[src/rtl/serial_subtractor_pkg.sv]
// Shared types and constants for the bit-serial subtractor.
package serial_subtractor_pkg;

   localparam int WIDTH_DEFAULT = 8;

   typedef enum logic [1:0] {
      IDLE  = 2'd0,
      SHIFT = 2'd1,
      DONE  = 2'd2
   } state_t;

endpackage

[src/rtl/serial_subtractor_if.sv]
// Request/result bundle of the serial subtractor, plus the FSM state for observation.
interface serial_subtractor_if
   import serial_subtractor_pkg::*;
#(
   parameter int WIDTH = WIDTH_DEFAULT
);

   // start is sampled only while idle (busy=0); done is a one-cycle pulse
   // marking diff/borrow valid, and they hold until the next accepted start.
   logic             start;
   logic [WIDTH-1:0] adata;
   logic [WIDTH-1:0] bdata;
   logic             busy;
   logic             done;
   logic [WIDTH-1:0] diff;
   logic             borrow;
   state_t           state;

   modport master (
      output start, adata, bdata,
      input  busy, done, diff, borrow, state
   );

   modport slave (
      input  start, adata, bdata,
      output busy, done, diff, borrow, state
   );

endinterface

[src/rtl/serial_subtractor_full_adder_1bit.sv]
// One-bit full adder cell shared with the serial adder datapath.
module full_adder_1bit (
   input  logic a,
   input  logic b,
   input  logic ci,
   output logic s,
   output logic co
);

   assign s  = a ^ b ^ ci;
   assign co = (a & b) | (a & ci) | (b & ci);

endmodule

[src/rtl/serial_subtractor.sv]
// Bit-serial A - B: LSB-first through one full adder with B inverted and carry seeded to 1.
module serial_subtractor
   import serial_subtractor_pkg::*;
#(
   parameter int WIDTH = WIDTH_DEFAULT
) (
   input  logic           clk,
   input  logic           rst_n,
   serial_subtractor_if.slave bus
);

   localparam int CNT_W = (WIDTH > 2) ? $clog2(WIDTH) : 1;
   localparam logic [CNT_W-1:0] LAST = CNT_W'(WIDTH - 1);

   state_t           state;
   logic             busy_r;
   logic             done_r;
   logic [WIDTH-1:0] a_reg;
   logic [WIDTH-1:0] b_reg;
   logic [WIDTH-1:0] diff_r;
   logic             borrow_r;
   logic             carry;
   logic [CNT_W-1:0] cnt;
   logic             fa_s;
   logic             fa_co;
   logic             last_bit;

   assign last_bit = (cnt == LAST);

   full_adder_1bit u_fa (
      .a  (a_reg[0]),
      .b  (~b_reg[0]),
      .ci (carry),
      .s  (fa_s),
      .co (fa_co)
   );

   always_ff @(posedge clk or negedge rst_n) begin
      if (!rst_n) begin
         state  <= IDLE;
         busy_r <= 1'b0;
         done_r <= 1'b0;
      end else begin
         case (state)
            IDLE: begin
               if (bus.start) begin
                  state  <= SHIFT;
                  busy_r <= 1'b1;
               end
            end
            SHIFT: begin
               if (last_bit) begin
                  state  <= DONE;
                  done_r <= 1'b1;
               end
            end
            DONE: begin
               state  <= IDLE;
               busy_r <= 1'b0;
               done_r <= 1'b0;
            end
            default: begin
               state  <= IDLE;
               busy_r <= 1'b0;
               done_r <= 1'b0;
            end
         endcase
      end
   end

   // Carry out of the final bit is the inverse of the unsigned borrow.
   always_ff @(posedge clk or negedge rst_n) begin
      if (!rst_n) begin
         a_reg    <= '0;
         b_reg    <= '0;
         diff_r   <= '0;
         borrow_r <= 1'b0;
         carry    <= 1'b0;
         cnt      <= '0;
      end else begin
         case (state)
            IDLE: begin
               if (bus.start) begin
                  a_reg    <= bus.adata;
                  b_reg    <= bus.bdata;
                  diff_r   <= '0;
                  borrow_r <= 1'b0;
                  carry    <= 1'b1;
                  cnt      <= '0;
               end
            end
            SHIFT: begin
               a_reg  <= a_reg >> 1;
               b_reg  <= b_reg >> 1;
               diff_r <= {fa_s, diff_r[WIDTH-1:1]};
               carry  <= fa_co;
               cnt    <= cnt + CNT_W'(1);
               if (last_bit) begin
                  borrow_r <= ~fa_co;
               end
            end
            default: begin
            end
         endcase
      end
   end

   assign bus.busy   = busy_r;
   assign bus.done   = done_r;
   assign bus.diff   = diff_r;
   assign bus.borrow = borrow_r;
   assign bus.state  = state;

endmodule

[src/flat_wrapper.sv]
// flat-port wrapper written by rule: the top's interface ports become plain ports
module serial_subtractor_flat import serial_subtractor_pkg::*;
#(
   parameter int WIDTH = WIDTH_DEFAULT
)
  (clk, rst_n, bus_start, bus_adata, bus_bdata, bus_busy, bus_done, bus_diff, bus_borrow, bus_state);
  serial_subtractor_if #(.WIDTH(WIDTH)) bus_i ();
  input  logic clk;
  input  logic rst_n;
  input wire logic [$bits(bus_i.start)-1:0] bus_start;
  input wire logic [$bits(bus_i.adata)-1:0] bus_adata;
  input wire logic [$bits(bus_i.bdata)-1:0] bus_bdata;
  output wire logic [$bits(bus_i.busy)-1:0] bus_busy;
  output wire logic [$bits(bus_i.done)-1:0] bus_done;
  output wire logic [$bits(bus_i.diff)-1:0] bus_diff;
  output wire logic [$bits(bus_i.borrow)-1:0] bus_borrow;
  output wire logic [$bits(bus_i.state)-1:0] bus_state;
  assign bus_i.start = bus_start;
  assign bus_i.adata = bus_adata;
  assign bus_i.bdata = bus_bdata;
  assign bus_busy = bus_i.busy;
  assign bus_done = bus_i.done;
  assign bus_diff = bus_i.diff;
  assign bus_borrow = bus_i.borrow;
  assign bus_state = bus_i.state;
  serial_subtractor #(.WIDTH(WIDTH)) u_core (.clk(clk), .rst_n(rst_n), .bus(bus_i));
endmodule
[config.mk]
export PLATFORM = sky130hd
export DESIGN_NAME = serial_subtractor_flat
export DESIGN_NICKNAME = d
export VERILOG_FILES = /design/src/rtl/serial_subtractor_pkg.sv /design/src/rtl/serial_subtractor_if.sv /design/src/rtl/serial_subtractor_full_adder_1bit.sv /design/src/rtl/serial_subtractor.sv /design/src/flat_wrapper.sv
export SDC_FILE = /design/constraint.sdc
export NUM_CORES = 1
export LEC_CHECK = 0
export BUFFER_PORTS_ARGS = -buffer_cell sky130_fd_sc_hd__buf_2
export CAP_MARGIN = 40
export CORE_MARGIN = 10
export CORE_UTILIZATION = 31
export DETAILED_ROUTE_END_ITERATION = 8
export PLACE_DENSITY = 0.57
export SYNTH_ARGS = -nofsm -noshare
export SYNTH_HDL_FRONTEND = slang
export SYNTH_SLANG_ARGS = --single-unit
[constraint.sdc]
create_clock -name clk -period 3.7 [get_ports clk]
set_input_delay 0.74 -clock clk [delete_from_list [all_inputs] [get_ports clk]]
set_output_delay 0.74 -clock clk [all_outputs]
set_load 0.01 [all_outputs]
Word level (Yosys, flattened, before mapping)
Index checks and enable logic that the tools add are counted.
- muxes and demuxes: 19
- eq/ne operators: 4
- reductions and logical operators: 7
- $add $sub $neg: 1
- bitwise logic cells: 11
- operator list (cell ; count):
    one-hot mux 8 bit (2 select lines) ; 3
    two-way mux 8 bit ; 3
    one-hot mux 1 bit (2 select lines) ; 4
    AND reduction 2 bit ; 4
    one-hot mux 3 bit (2 select lines) ; 1
    two-way mux 1 bit ; 4
    two-way mux 2 bit ; 2
    NOT 1 bit ; 4
    one-hot mux 2 bit (2 select lines) ; 1
    adder 3 x 1 -> 3 bit (second input constant) ; 1
    AND 1 bit ; 3
    equality test 3 bit (second input constant) ; 1
    two-way mux 3 bit ; 1
    AND reduction 3 bit ; 1
    equality test 2 x 1 -> 1 bit (second input constant) ; 1
    logical NOT 2 bit ; 1
    inequality test 2 x 1 -> 1 bit (second input constant) ; 1
    inequality test 2 bit (second input constant) ; 1
    bitwise OR 1 bit ; 2
    nonzero test 2 bit ; 1
    bitwise XOR 1 bit ; 2
- output and inout port bits: 13
- input bits: 19
- logic and storage cells: 51
- register bits after elaboration: 33

Logic depth before layout (Yosys ltp)
- depth in word-level cells: 7
- mapped depth: 4
- depth with buffers taken out: 4

Modules after synthesis
From an unflattened synthesis, not the netlist that was laid out.
- cells, all modules: 121
- area, all modules: 1531.5 sq um
- modules (own cells, without submodules) (module ; instances ; sequential area each (sq um) ; cells an instance ; area each (sq um)):
    serial_subtractor ; 1 ; 825.8 ; 120 ; 1511.4
    full_adder_1bit ; 1 ; 0.0 ; 1 ; 20.0

Worst setup path after synthesis
No wires, ideal clock.
- kind: input to register
- start: input bus_start
- end: register u_core.b_reg[4]
- cell stages on the path: 3
- slack: 2.166 ns
- buffers on the path: 1
- required time: 3.577 ns
- arrival time: 1.411 ns
- setup time: 0.123 ns
- cells stage by stage: buf_4 or4b_1 o221a_2
- longest elaborated chain between the ends: 2
- RTL lines (item ; line ; RTL):
    start: declaration ; flat_wrapper.sv:10 ; input wire logic [$bits(bus_i.start)-1:0] bus_start;
    inequality test 2 bit (no line) ; n/a ;
    AND reduction 2 bit (no line) ; n/a ;
    end signal: assignment ; serial_subtractor.sv:85 ; b_reg <= bus.bdata;
    end signal: assignment ; serial_subtractor.sv:94 ; b_reg <= b_reg >> 1;
    end: declaration ; serial_subtractor.sv:19 ; logic [WIDTH-1:0] b_reg;
No other way between the ends.
A chain may end at the register's enable or synchronous reset.

Worst setup path in the final report
- start: register u_core.state[0], in the netlist u_core.bus.state[0]
- end: output bus_state[0]
- RTL lines (item ; line ; RTL):
    start: declaration ; serial_subtractor.sv:15 ; state_t state;
    start signal: assignment ; serial_subtractor.sv:40 ; state <= IDLE;
    start signal: assignment ; serial_subtractor.sv:47 ; state <= SHIFT;
    start signal: assignment ; serial_subtractor.sv:53 ; state <= DONE;
    end: declaration ; flat_wrapper.sv:17 ; output wire logic [$bits(bus_i.state)-1:0] bus_state;
No word-level cell between the ends.

==> impl_metrics.py <==
metrics = {
    "status": {
        "status": "complete, no violations",
    },
    "logic_synthesis": {
        "synth.ff_latch_count": 33,
        "yosys_warning_total": 0,
        "netlist_instances": 127,
        "netlist-cell-type-count": 33,
        "synth_top_family_by_area": "simple AND/OR/NAND/NOR gates",
        "synth.area.mux_share_pct": 0.590,
        "yosysSeqAreaShare_pct": 48.7,
        "syn-mean-instance-area_sq_um": 13.4,
        "post_syn_nets": 149,
        "synth_adder_area_share_pct": 2.65,
        "synth-compound-area-share_pct": 19.8,
        "yosys.area_share.simple_pct": 20.4,
        "synth_xor_area_share_pct": 0,
        "synthesis.area_sq_um": 1700,
    },
    "drt": {
        "route.detailed.wl_per_inst_microns": 15.3,
        "post-route-drc-count": 0,
        "drt_first_pass_iters": 4,
        "via_to_cell_ratio": 4.82,
        "dr.first_iter.drc_count": 45,
        "via_count": 1098,
        "wirelength_mm": 3.49,
        "postRouteAntennaNets": 0,
    },
    "setup_path": {
        "critical_path.max_stage_delay_ps": 690,
        "critical_path.endpoint_type": "primary output",
        "critical_path_buffers_and_inverters": 1,
        "cp_data_arrival_time_ps": 1200,
        "critical-path-slowest-cell": "sky130_fd_sc_hd__dfrtp_1",
        "reg2regPathDepth": 3,
        "critPathTopFamily": "flip-flops",
        "critical_path_depth": 1,
        "criticalPathCategory": "register to primary output",
        "critical_path_required_time_ps": 2960,
        "path_cells": "buf_2",
        "crit_fanout": 18,
        "worst_setup_start_kind": "register",
    },
    "clocking": {
        "root_buffer": "sky130_fd_sc_hd__clkbuf_8",
        "cts_tree": "yes",
        "cts_max_level": 2,
        "clkTransAtPathRegs_ps": 70,
        "clock_tree.buffer_depth": 2,
        "ctsResizeCount": 0,
        "cts.sinks": 33,
        "holdBufCountCts": 0,
        "tritoncts_buffers": 5,
        "worst_skew_pair.late_latency_ps": 280,
        "cts_setup_buffers": 0,
    },
    "power_and_ir_drop": {
        "intPower_mw": 1.07,
        "power_frac_comb_pct": 39.3,
        "max-vdd-ir-drop_mv": 0.298,
        "share_clk_of_total_power_pct": 21.2,
        "power.switching_fraction_pct": 34.5,
        "power_density_nw_per_um2": 819,
        "static-leakage-power_nw": 0.909,
        "seq_power_share_pct": 39.5,
        "power_switching_uw": 564,
    },
    "sta": {
        "rsz0062_at_grt": "no",
        "timing.setup.tns_ps": 0,
        "slew_headroom_pct": 51.0,
        "worstMarginPinSlew_ps": 736,
        "slew_violations": 0,
        "worst_slack_ps": 1760,
        "setup-violations-final": 0,
        "finalCritPeriodShare_pct": 52.5,
        "timing.final.crit_period_ps": 1940,
        "fmaxAchievable_mhz": 514,
        "skew_ps": 5.86,
        "number_of_hold_slack_violations_in_the_final_timing_report": 0,
    },
    "die": {
        "number_of_top_level_design_ports": 32,
        "initial_standard_cell_utilization_of_the_core_pct": 32.6,
        "floorplan.rows": 26,
        "dieWidth_microns": 94.0,
        "fp.dieH_microns": 94.0,
        "core_area_sq_um": 5200,
        "fp.dieArea_sq_um": 8830,
    },
    "placement": {
        "routabilityCongestion": 0.732,
        "placement.io_buffers": 31,
        "detailed_place.area_sq_um": 1880,
        "place.detailed.hpwl_mm": 2.54,
        "place_ws_ps": 1810,
    },
    "final_layout": {
        "finish.instance_area_sq_um": 1990,
        "filler_cell_count": 508,
        "design.final.nets": 179,
        "antennaDiodeCount": 0,
        "synthesis_to_finish_area_growth_pct": 17.4,
        "fraction_of_layout_instances_using_a_drive_strength_above_1_pct": 43.0,
        "layout.cells.most_common_list": "33 x sky130_fd_sc_hd__dfrtp_1, 31 x sky130_fd_sc_hd__buf_2, 11 x sky130_fd_sc_hd__inv_1",
        "most_common_cell_after_layout_fill_and_taps_aside": "sky130_fd_sc_hd__dfrtp_1",
    },
    "hold_path": {
        "timing.hold.worst.class": "register to register",
        "min_delay_path_depth": 1,
    },
    "global_route": {
        "grt.total_usage_pct": 8.76,
        "global_route.overflow_total": 0,
        "number_of_antenna_violations_at_the_first_check_in_global_routing": 0,
        "first_global_vias": 1218,
        "global_route_wire_length_before_repair_mm": 6.25,
        "largest_net_degree_at_the_start_of_global_routing": 36,
    },
    "run": {
        "max_cap_viol_count": 0,
    },
}
==> per-stage QoR <==
stage | cells | total power, mW | hold slack (ps) | util (%)
finish | 228 | 1.63 | 492 | 38.3
floorplan | 127 | 1.15 | 444 | -
CTS | 228 | 1.66 | 499 | 38.3
detailed placement | 220 | 1.31 | 484 | 36.0
global placement | 219 | 1.27 | 478 | 35.7
global route | 228 | 1.77 | 514 | 38.3
==> layout make-up <==
cell class	count	area [sq um]	area share, %
clock buffer	7	86.3	4.33
sequential	33	826	41.5
timing repair buffer	34	185	9.30
tap	70	87.6	4.40
inverter	11	41.3	2.07
clock inverter	1	30.0	1.51
multi-input combinational	72	736	36.9
==> logic make-up after synthesis <==
family                   Yosys count
AND/OR/NAND/NOR                   35
AO/OA/AOI/OAI                     33
flip-flops                        33
buffers and inverters             22
adder cells (fa/ha/maj)            3
multiplexers                       1
==> cells in the mapped netlist (all sizes together) <==
| cell type | n | share of area, % |
|---|---|---|
| a221o | 1 | 0.59 |
| a21o | 1 | 0.44 |
| mux2i | 1 | 0.59 |
| buf | 9 | 5.1 |
| o21ba | 1 | 0.96 |
| clkbuf | 2 | 0.44 |
| dfrtp | 33 | 49 |
| inv | 11 | 2.4 |
| nor2 | 1 | 0.22 |
| and2b | 1 | 0.44 |
| and2 | 1 | 0.37 |
| o22a | 1 | 0.52 |
| and3b | 1 | 0.52 |
| a21oi | 3 | 0.88 |
| nor3b | 11 | 5.2 |
| o21bai | 1 | 0.66 |
| nor4b | 10 | 8.5 |
| nor4bb | 2 | 1.2 |
| a211oi | 10 | 7.4 |
| or4b | 4 | 2.4 |
| fa | 1 | 1.2 |
| a211o | 1 | 0.52 |
| a22o | 10 | 5.2 |
| nor2b | 1 | 0.37 |
| nand2b | 3 | 1.3 |
| o221a | 4 | 2.7 |
| ha | 2 | 1.5 |
==> power groups by stage <==
stage / Combinational [mW] / Sequential, mW / Clock (mW)
after global routing: 0.724 / 0.672 / 0.379
after CTS: 0.659 / 0.648 / 0.358
final: 0.641 / 0.644 / 0.346
after global placement: 0.621 / 0.647 / 0
after floorplan: 0.509 / 0.646 / 0
after detailed placement: 0.653 / 0.654 / 0
==> per-layer routing <==
metal	track usage (%)	share of wire, %	wire length (microns)
met5	0	0	0
met4	2.28	0.74	26
met3	3.68	6.6	230
met2	13.0	46	1600
met1	11.4	47	1640
==> path summary, 6_finish.rpt <==
kind	slack [ps]	end	from
setup / recovery	1760	bus_state[0]	u_core.bus.state[0]
hold / removal	490	u_core.cnt[0]	u_core.cnt[0]
setup reg to reg	2120	u_core.a_reg[4]	u_core.bus.state[0]
hold reg to reg	490	u_core.cnt[0]	u_core.cnt[0]
max in group asynchronous	2710	u_core.a_reg[6]	rst_n
min in group asynchronous	520	u_core.cnt[2]	rst_n
(Power assumes the default switching activity.)
